===== config.mk =====
export PLATFORM = sky130hd
export DESIGN_NAME = panda_divider
export DESIGN_NICKNAME = d
export VERILOG_FILES = /design/src/rtl/panda_pkg.sv /design/src/rtl/panda_divider.sv
export SDC_FILE = /design/constraint.sdc
export NUM_CORES = 1
export LEC_CHECK = 0
export ABC_AREA = 0
export CAP_MARGIN = 20
export CORE_MARGIN = 1.5
export CORE_UTILIZATION = 45
export DETAILED_ROUTE_END_ITERATION = 6
export PLACE_DENSITY = 0.72
export SLEW_MARGIN = 5
export SYNTH_ARGS = -nofsm -noshare
export SYNTH_HDL_FRONTEND = slang
export SYNTH_SLANG_ARGS = --single-unit

===== constraint.sdc =====
create_clock -name clk_i -period 2.7 [get_ports clk_i]
set_input_delay 0.54 -clock clk_i [delete_from_list [all_inputs] [get_ports clk_i]]
set_output_delay 0.54 -clock clk_i [all_outputs]
set_load 0.03 [all_outputs]

===== src/rtl/panda_pkg.sv =====
// Shared decode types for the Panda execute stage.
package panda_pkg;

  typedef enum logic [1:0] {
    DIV  = 2'd0,
    DIVU = 2'd1,
    REM  = 2'd2,
    REMU = 2'd3
  } div_op_e;

endpackage


===== src/rtl/panda_divider.sv =====
// Iterative RV32M divide unit: restoring shift-subtract, one quotient bit per cycle.
// Special cases (divide by zero, signed overflow) bypass iteration and finish in DONE.
module panda_divider
  import panda_pkg::*;
#(
  parameter int unsigned Width = 32
) (
  input  logic             clk_i,
  input  logic             rst_i,
  input  logic             start_i,
  input  logic [1:0]       op_i,
  input  logic [Width-1:0] dividend_i,
  input  logic [Width-1:0] divisor_i,
  input  logic             kill_i,
  output logic             busy_o,
  output logic             valid_o,
  output logic [Width-1:0] result_o
);

  localparam int unsigned CntW = $clog2(Width);

  typedef enum logic [1:0] {
    IDLE = 2'd0,
    CALC = 2'd1,
    DONE = 2'd2
  } state_e;

  state_e           state_q, state_d;
  div_op_e          op_q, op_sel;
  logic [Width-1:0] acc_q;     // dividend magnitude, shifts out MSB-first while quotient bits shift in
  logic [Width-1:0] div_q;
  logic [Width-1:0] rem_q;
  logic [Width-1:0] result_q;
  logic             neg_quo_q, neg_rem_q, valid_q;
  logic [CntW-1:0]  cnt_q;

  logic             is_signed, a_neg, b_neg, div_zero, overflow, special;
  logic [Width-1:0] a_mag, b_mag, quo_fix, rem_fix;
  logic [Width:0]   partial, diff;
  logic             ge;

  assign op_sel    = div_op_e'(op_i);
  assign is_signed = (op_sel == DIV) || (op_sel == REM);
  assign a_neg     = is_signed && dividend_i[Width-1];
  assign b_neg     = is_signed && divisor_i[Width-1];
  assign a_mag     = a_neg ? ('0 - dividend_i) : dividend_i;
  assign b_mag     = b_neg ? ('0 - divisor_i) : divisor_i;
  assign div_zero  = (divisor_i == '0);
  assign overflow  = is_signed && (dividend_i == {1'b1, {(Width-1){1'b0}}}) && (divisor_i == '1);
  assign special   = div_zero || overflow;

  // Partial remainder is always < 2*divisor, so the borrow bit alone decides partial >= divisor.
  assign partial   = {rem_q, acc_q[Width-1]};
  assign diff      = partial - {1'b0, div_q};
  assign ge        = ~diff[Width];

  assign quo_fix   = neg_quo_q ? ('0 - acc_q) : acc_q;
  assign rem_fix   = neg_rem_q ? ('0 - rem_q) : rem_q;

  always_comb begin
    state_d = state_q;
    if (kill_i) begin
      state_d = IDLE;
    end else begin
      unique case (state_q)
        IDLE:    if (start_i) state_d = special ? DONE : CALC;
        CALC:    if (cnt_q == '0) state_d = DONE;
        DONE:    state_d = IDLE;
        default: state_d = IDLE;
      endcase
    end
  end

  always_ff @(posedge clk_i) begin
    if (rst_i) begin
      state_q   <= IDLE;
      op_q      <= DIV;
      acc_q     <= '0;
      div_q     <= '0;
      rem_q     <= '0;
      result_q  <= '0;
      neg_quo_q <= 1'b0;
      neg_rem_q <= 1'b0;
      valid_q   <= 1'b0;
      cnt_q     <= '0;
    end else begin
      state_q <= state_d;
      valid_q <= 1'b0;
      if (!kill_i) begin
        unique case (state_q)
          IDLE: begin
            if (start_i) begin
              op_q  <= op_sel;
              cnt_q <= CntW'(Width - 1);
              div_q <= b_mag;
              if (div_zero) begin
                acc_q     <= '1;
                rem_q     <= dividend_i;
                neg_quo_q <= 1'b0;
                neg_rem_q <= 1'b0;
              end else if (overflow) begin
                acc_q     <= {1'b1, {(Width-1){1'b0}}};
                rem_q     <= '0;
                neg_quo_q <= 1'b0;
                neg_rem_q <= 1'b0;
              end else begin
                acc_q     <= a_mag;
                rem_q     <= '0;
                neg_quo_q <= a_neg ^ b_neg;
                neg_rem_q <= a_neg;
              end
            end
          end
          CALC: begin
            rem_q <= ge ? diff[Width-1:0] : partial[Width-1:0];
            acc_q <= {acc_q[Width-2:0], ge};
            cnt_q <= cnt_q - CntW'(1);
          end
          DONE: begin
            valid_q  <= 1'b1;
            result_q <= ((op_q == DIV) || (op_q == DIVU)) ? quo_fix : rem_fix;
          end
          default: ;
        endcase
      end
    end
  end

  // The result cycle still stalls the pipeline, so busy covers the valid pulse too.
  assign busy_o   = (state_q != IDLE) || valid_q;
  assign valid_o  = valid_q;
  assign result_o = result_q;

endmodule


## After elaboration in Yosys (flattened, before gate mapping)

Index checks and enable logic that the tools add are counted.

- Bits in registers: 140
- Output and inout port bits: 34

- $add $sub $neg: 6
- Eq/ne operators: 8
- Muxes and demuxes: 24
- Bitwise gates (word level): 3
- Reductions and logical operators: 20

Operator list:

| kind | number |
|---|---|
| 32-bit 2-to-1 mux | 11 |
| 32-bit case mux with 2 select lines | 2 |
| 1-bit by 32-bit subtractor with 32-bit output (first input constant) | 4 |
| 32-bit == test (second input constant) | 2 |
| 33-bit by 32-bit subtractor with 33-bit output | 1 |
| 32-bit logical NOT | 1 |
| 5-bit case mux with 2 select lines | 1 |
| 2-bit logical NOT | 3 |
| 2-bit 2-to-1 mux | 3 |
| 3-bit AND reduction | 2 |
| 5-bit logical NOT | 1 |
| 1-bit 2-to-1 mux | 5 |
| 5-bit 2-to-1 mux | 1 |
| 5-bit by 1-bit subtractor with 5-bit output (second input constant) | 1 |
| 2-bit by 1-bit == test with 1-bit output (second input constant) | 2 |
| 2-bit == test (second input constant) | 2 |
| 1-bit logical AND | 4 |
| 1-bit logical OR | 4 |
| 2-bit inequality test (second input constant) | 2 |
| 2-bit case mux with 2 select lines | 1 |
| 2-bit AND reduction | 2 |
| 2-bit nonzero test | 2 |
| 1-bit NOT | 2 |
| 2-bit OR reduction | 1 |
| 1-bit XOR | 1 |

## Longest topological paths before layout

- Depth after elaboration: 8
- Gate-level depth with buffers: 12
- Depth with buffers taken out: 11

## Least setup slack after synthesis

No wires, ideal clock.

- Path type: register to register
- Start point: reg rem_q[8]
- End point: reg rem_q[11]
- Setup time: 91 ps
- Arrival time: 2810 ps
- Required time: 2609 ps
- Setup slack: -201 ps
- Stages on the path, launching flop included: 11
- Path buffers: 1
- Path through: dfxtp_1 > ha_1 > a21o_1 > a2111o_1 > nand4_1 > o21ai_1 > o21ai_2 > xor2_2 > buf_2 > mux2_2 > a311oi_1

- Longest elaborated chain between the ends: 3

Ends and longest elaborated chain:

| what | RTL line | source |
|---|---|---|
| from (decl) | panda_divider.sv:32 | `logic [Width-1:0] rem_q;` |
| from (signal assigned) | panda_divider.sv:98 | `rem_q <= dividend_i;` |
| from (signal assigned) | panda_divider.sv:115 | `rem_q <= ge ? diff[Width-1:0] : partial[Width-1:0];` |
| 33-bit by 32-bit subtractor with 33-bit output | panda_divider.sv:54 | `assign diff = partial - {1'b0, div_q};` |
| 32-bit 2-to-1 mux | panda_divider.sv:115 |  |
| 32-bit case mux with 2 select lines | panda_divider.sv:90 | `unique case (state_q)` |

No other way between the ends.
A chain may end at the register's enable or synchronous reset.

## Worst setup path after layout

- Start point: reg div_q[10]
- End point: reg rem_q[3]

- Longest elaborated chain between the ends: 3

Ends and longest elaborated chain:

| what | RTL line | source |
|---|---|---|
| from (decl) | panda_divider.sv:31 | `logic [Width-1:0] div_q;` |
| from (signal assigned) | panda_divider.sv:95 | `div_q <= b_mag;` |
| 33-bit by 32-bit subtractor with 33-bit output | panda_divider.sv:54 |  |
| 32-bit 2-to-1 mux | panda_divider.sv:115 |  |
| 32-bit case mux with 2 select lines | panda_divider.sv:90 |  |

No other way between the ends.

==> summary.txt <==
Finish
  – Layout Utilization: 66.0%
  – Final cell count without fillers: 2087
  – Area growth syn-to-layout: 43.5%
  – Filler Cell Count: 2046
  – Layout cell share with drive strength beyond 1: 26.2%
  – Layout net count: 1865
  – Antenna diodes: 0

Status
  – Violated checks: negative setup slack
  – Status: complete, but fails checks

Clock network
  – Root buf cell: clkbuf_16
  – Worst-path clk slew: 60 ps
  – Worst-skew pair later-pin latency: 440 ps
  – H-Tree Depth: 4
  – CTS Buf Count: 17
  – Cts-stage hold buffer count: 0
  – Clock sinks: 139
  – Max clock buf depth: 2
  – CTS tree: done

STA
  – Tcrit/Tclk final: 108%
  – Pins Over Slew Limit: 0
  – Worst slew pin tran: 964 ps
  – Sum Neg Setup Slack: -4960 ps
  – Clk_skew: 14.4 ps
  – PnR worst setup slack: -209 ps
  – Max Clk Rate: 344 MHz
  – RSZ-0062 raised after global routing: yes
  – Tmin final: 2910 ps
  – Hold Fails Final Rpt: 0
  – Setup violations, final: 34
  – Relative slew margins: 35.7%

Floorplan
  – Chip height: 158 um
  – FP Rows: 56
  – Area of the die: 25000 um^2
  – Core area: 23500 um^2
  – Die Width: 158 um
  – Initial core utilization: 46.0%
  – Top Ports: 104

Worst setup path
  – CP startpoint kind: register
  – CP bufs+invs: 2
  – Critical path's largest stage delay: 450 ps
  – Crit Path Category: register to register
  – Critical path arrival: 3250 ps
  – Critical-path maximum fanout: 8
  – Crit-path cells: inv_4, ha_4, and2_4, a2111o_1, nand4_1, o21ai_4, o21ai_4, xor2_4, clkbuf_16, mux2_4, a311oi_1
  – Crit end category: register
  – CP max-delay cell: a2111o_1
  – Worst Path Required: 3040 ps
  – Worst path top cell family by delay: compound AO/OA/AOI/OAI gates
  – CP most frequent cell: o21ai_4

Route
  – Vias: 12600
  – 1st-iter DRT viols: 1170
  – DRC viols: 0
  – DRT Pass-1 Iters: 6
  – WL/cell: 19.6 um
  – Via-to-Cell Ratio: 6.02
  – Antenna Nets Post-Route: 0
  – Final wirelength: 40900 um

Synthesis
  – Syn Nets: 1555
  – Number of synthesized register bits: 139
  – Yosys warnings: 0
  – Post-synth EDFFs: 0
  – Synthesized area: 10800 um^2
  – Top cell type's share of synthesized area: 25.7%
  – Syn_area_per_cell: 7.50 um^2
  – Largest area contributor in the netlist: dfxtp_1
  – Largest cells by area after synthesis: dfxtp_1 26%, xor2_1 6.6%, a21oi_1 5.5%
  – Synth Instances: 1445
  – Sequential fraction of the synthesis area: 25.7%
  – Most used flip-flop cell after synthesis: dfxtp_1
  – Synth unique cells: 79
  – Post-synth ARST share: 0%

Pwr
  – Power Total: 7.95 mW
  – P_int: 5.02 mW
  – Clk pwr share: 29.6%
  – Sw power: 2.92 mW
  – Leakage: 5.88 nW
  – Max IR drop VDD: 0.333 mV
  – Power Density: 511 nW/um^2
  – Sw frac: 36.8%
  – Combinational power share: 41.2%
  – Share of power burned in registers: 29.2%

GRT
  – GR Overflow Total: 0
  – First-pass GRT wire length: 61500 um
  – GRT Total Usage: 31.7%
  – Initial antenna violation count: 0
  – Vias in the first global route: 11400
  – Largest net degree at the start of global routing: 58

Run
  – Max Cap Violations: 0

Placement
  – Dpl cells: 2032
  – Post-DP HPWL: 30300 um
  – Pre-CTS setup slack: -582 ps
  – Gpl congestion: 1.00
  – Port bufs: 103

Hold path
  – Min-Delay Path Class: register to register
-- cells in the final DEF, fill, tap and decap left out, types with 8 or more instances in the layout --
cell             count
a211oi_1            43
a21oi_1            113
a311oi_1            14
a31oi_1             14
and2_1               9
and3_1              10
buf_12               9
buf_4              257
buf_6               10
clkbuf_16           20
clkdlybuf4s50_1     96
dfxtp_1            123
dfxtp_2             16
ha_1                30
ha_4                 8
inv_1               50
mux2i_1             12
nand2_1            155
nand2b_1            17
nand3_1             20
nand4_1             16
nor2_1             142
nor3_1              33
nor4_1              11
o211ai_1            32
o21ai_0             70
o21ai_1             10
o221ai_1            14
o31ai_1             23
o41ai_1             13
or3_1               13
or4_4                9
xnor2_1             53
xor2_1              81
-- per-stage QoR --
stage                     hold WS, ps  cell area, um^2
after detailed placement          443            14000
after floorplan                   432            10900
after global routing              462            15500
final                             449            15500
after CTS                         451            14900
after global placement            442            14000
-- Yosys cell counts (5+ instances only) --
| cell | instances |
|---|---|
| buf_2 | 6 |
| nor2_1 | 145 |
| nor3b_1 | 6 |
| a31oi_1 | 14 |
| o21ai_0 | 78 |
| or3_1 | 15 |
| o41ai_1 | 19 |
| nor4_2 | 5 |
| nor4_1 | 16 |
| nand3_1 | 22 |
| or4_1 | 14 |
| o21a_1 | 6 |
| o211ai_1 | 32 |
| o221ai_1 | 14 |
| nand2b_1 | 18 |
| inv_1 | 55 |
| o22ai_1 | 5 |
| mux2_2 | 13 |
| nor2b_1 | 6 |
| xor2_1 | 81 |
| and2_1 | 10 |
| a21oi_1 | 119 |
| a211oi_1 | 46 |
| and3_1 | 11 |
| nor3_1 | 40 |
| nand4_1 | 16 |
| a22oi_1 | 6 |
| a21o_1 | 8 |
| a311oi_1 | 20 |
| dfxtp_1 | 139 |
| o31ai_1 | 29 |
| xnor2_1 | 53 |
| clkbuf_1 | 80 |
| a221oi_1 | 10 |
| nand3b_1 | 5 |
| nand2_1 | 157 |
| mux2i_1 | 17 |
| ha_1 | 39 |
-- worst reg2reg max path, cell delays in order (launching register included) --
cell,delay (ps)
dfxtp_2,350
inv_4,60
ha_4,240
and2_4,150
a2111o_1,450
nand4_1,200
o21ai_4,110
o21ai_4,220
xor2_4,270
clkbuf_16,230
mux2_4,300
a311oi_1,250
-- state kept, by name (all words and copies together), names as in the netlist --
name,count
acc_q,32
result_o,32
rem_q,32
valid_o,1
cnt_q,5
op_q,1
neg_rem_q,1
state_q,2
div_q,32
neg_quo_q,1
-- per-layer routing --
layer  up-vias  share of wire, %  global-route usage, %
met5         -                 0                      0
met4         0               4.0                   11.4
met3       117               7.8                   4.82
met2       597                46                   51.6
met1      5907                42                   42.3
li1       5950                 -                      -
-- final cells by class --
type                            count  area, um^2  area share (%)
Multi-Input combinational cell   1161        8210            52.8
Timing Repair Buffer              381        3330            21.4
Sequential cell                   139        2800            18.0
Clock buffer                       18         429            2.76
Tap cell                          319         399            2.57
Inverter                           55         214            1.38
Clock inverter                     14         156            1.01
-- logic make-up (layout without fill, tap and decap cells) --
logic type / after synthesis / count (layout) / synth area share, %
mux: 30 / 30 / 2.92
xor+xnor: 136 / 136 / 11.1
flops: 139 / 139 / 25.7
compound gates: 448 / 448 / 27.6
simple gates: 507 / 507 / 22.8
buf+inv: 145 / 468 / 5.09
fa+ha+maj: 40 / 40 / 4.69
-- power by group through the flow --
stage	Sequential (mW)	Combinational, mW	Clock, mW
global route	2.33	3.51	2.45
detailed placement	2.35	2.76	0
finish	2.32	3.28	2.35
CTS	2.30	2.94	2.36
floorplan	2.32	1.61	0
global placement	2.34	2.73	0
-- final timing paths --
| path | start | to | slack [ps] | cells past startpoint |
|---|---|---|---|---|
| max | div_q[10]$_SDFFE_PP0P_ | rem_q[3]$_SDFFE_PP0P_ | -210 | 11 |
| max reg2reg | div_q[10]$_SDFFE_PP0P_ | rem_q[3]$_SDFFE_PP0P_ | -210 | 11 |
| min reg2reg | result_o[7]$_SDFFE_PP0P_ | result_o[7]$_SDFFE_PP0P_ | 450 | 2 |
| min | result_o[7]$_SDFFE_PP0P_ | result_o[7]$_SDFFE_PP0P_ | 450 | 2 |
-- what timing repair did --
action,4_1_cts,5_1_grt
resized for setup,53,96
gates cloned,1,2
setup buffers,7,14
endpoints found under the hold margin,0,0
endpoints found under the setup margin,45,85
pin swaps,14,49
No activity file was read; power rests on OpenSTA's default activity.
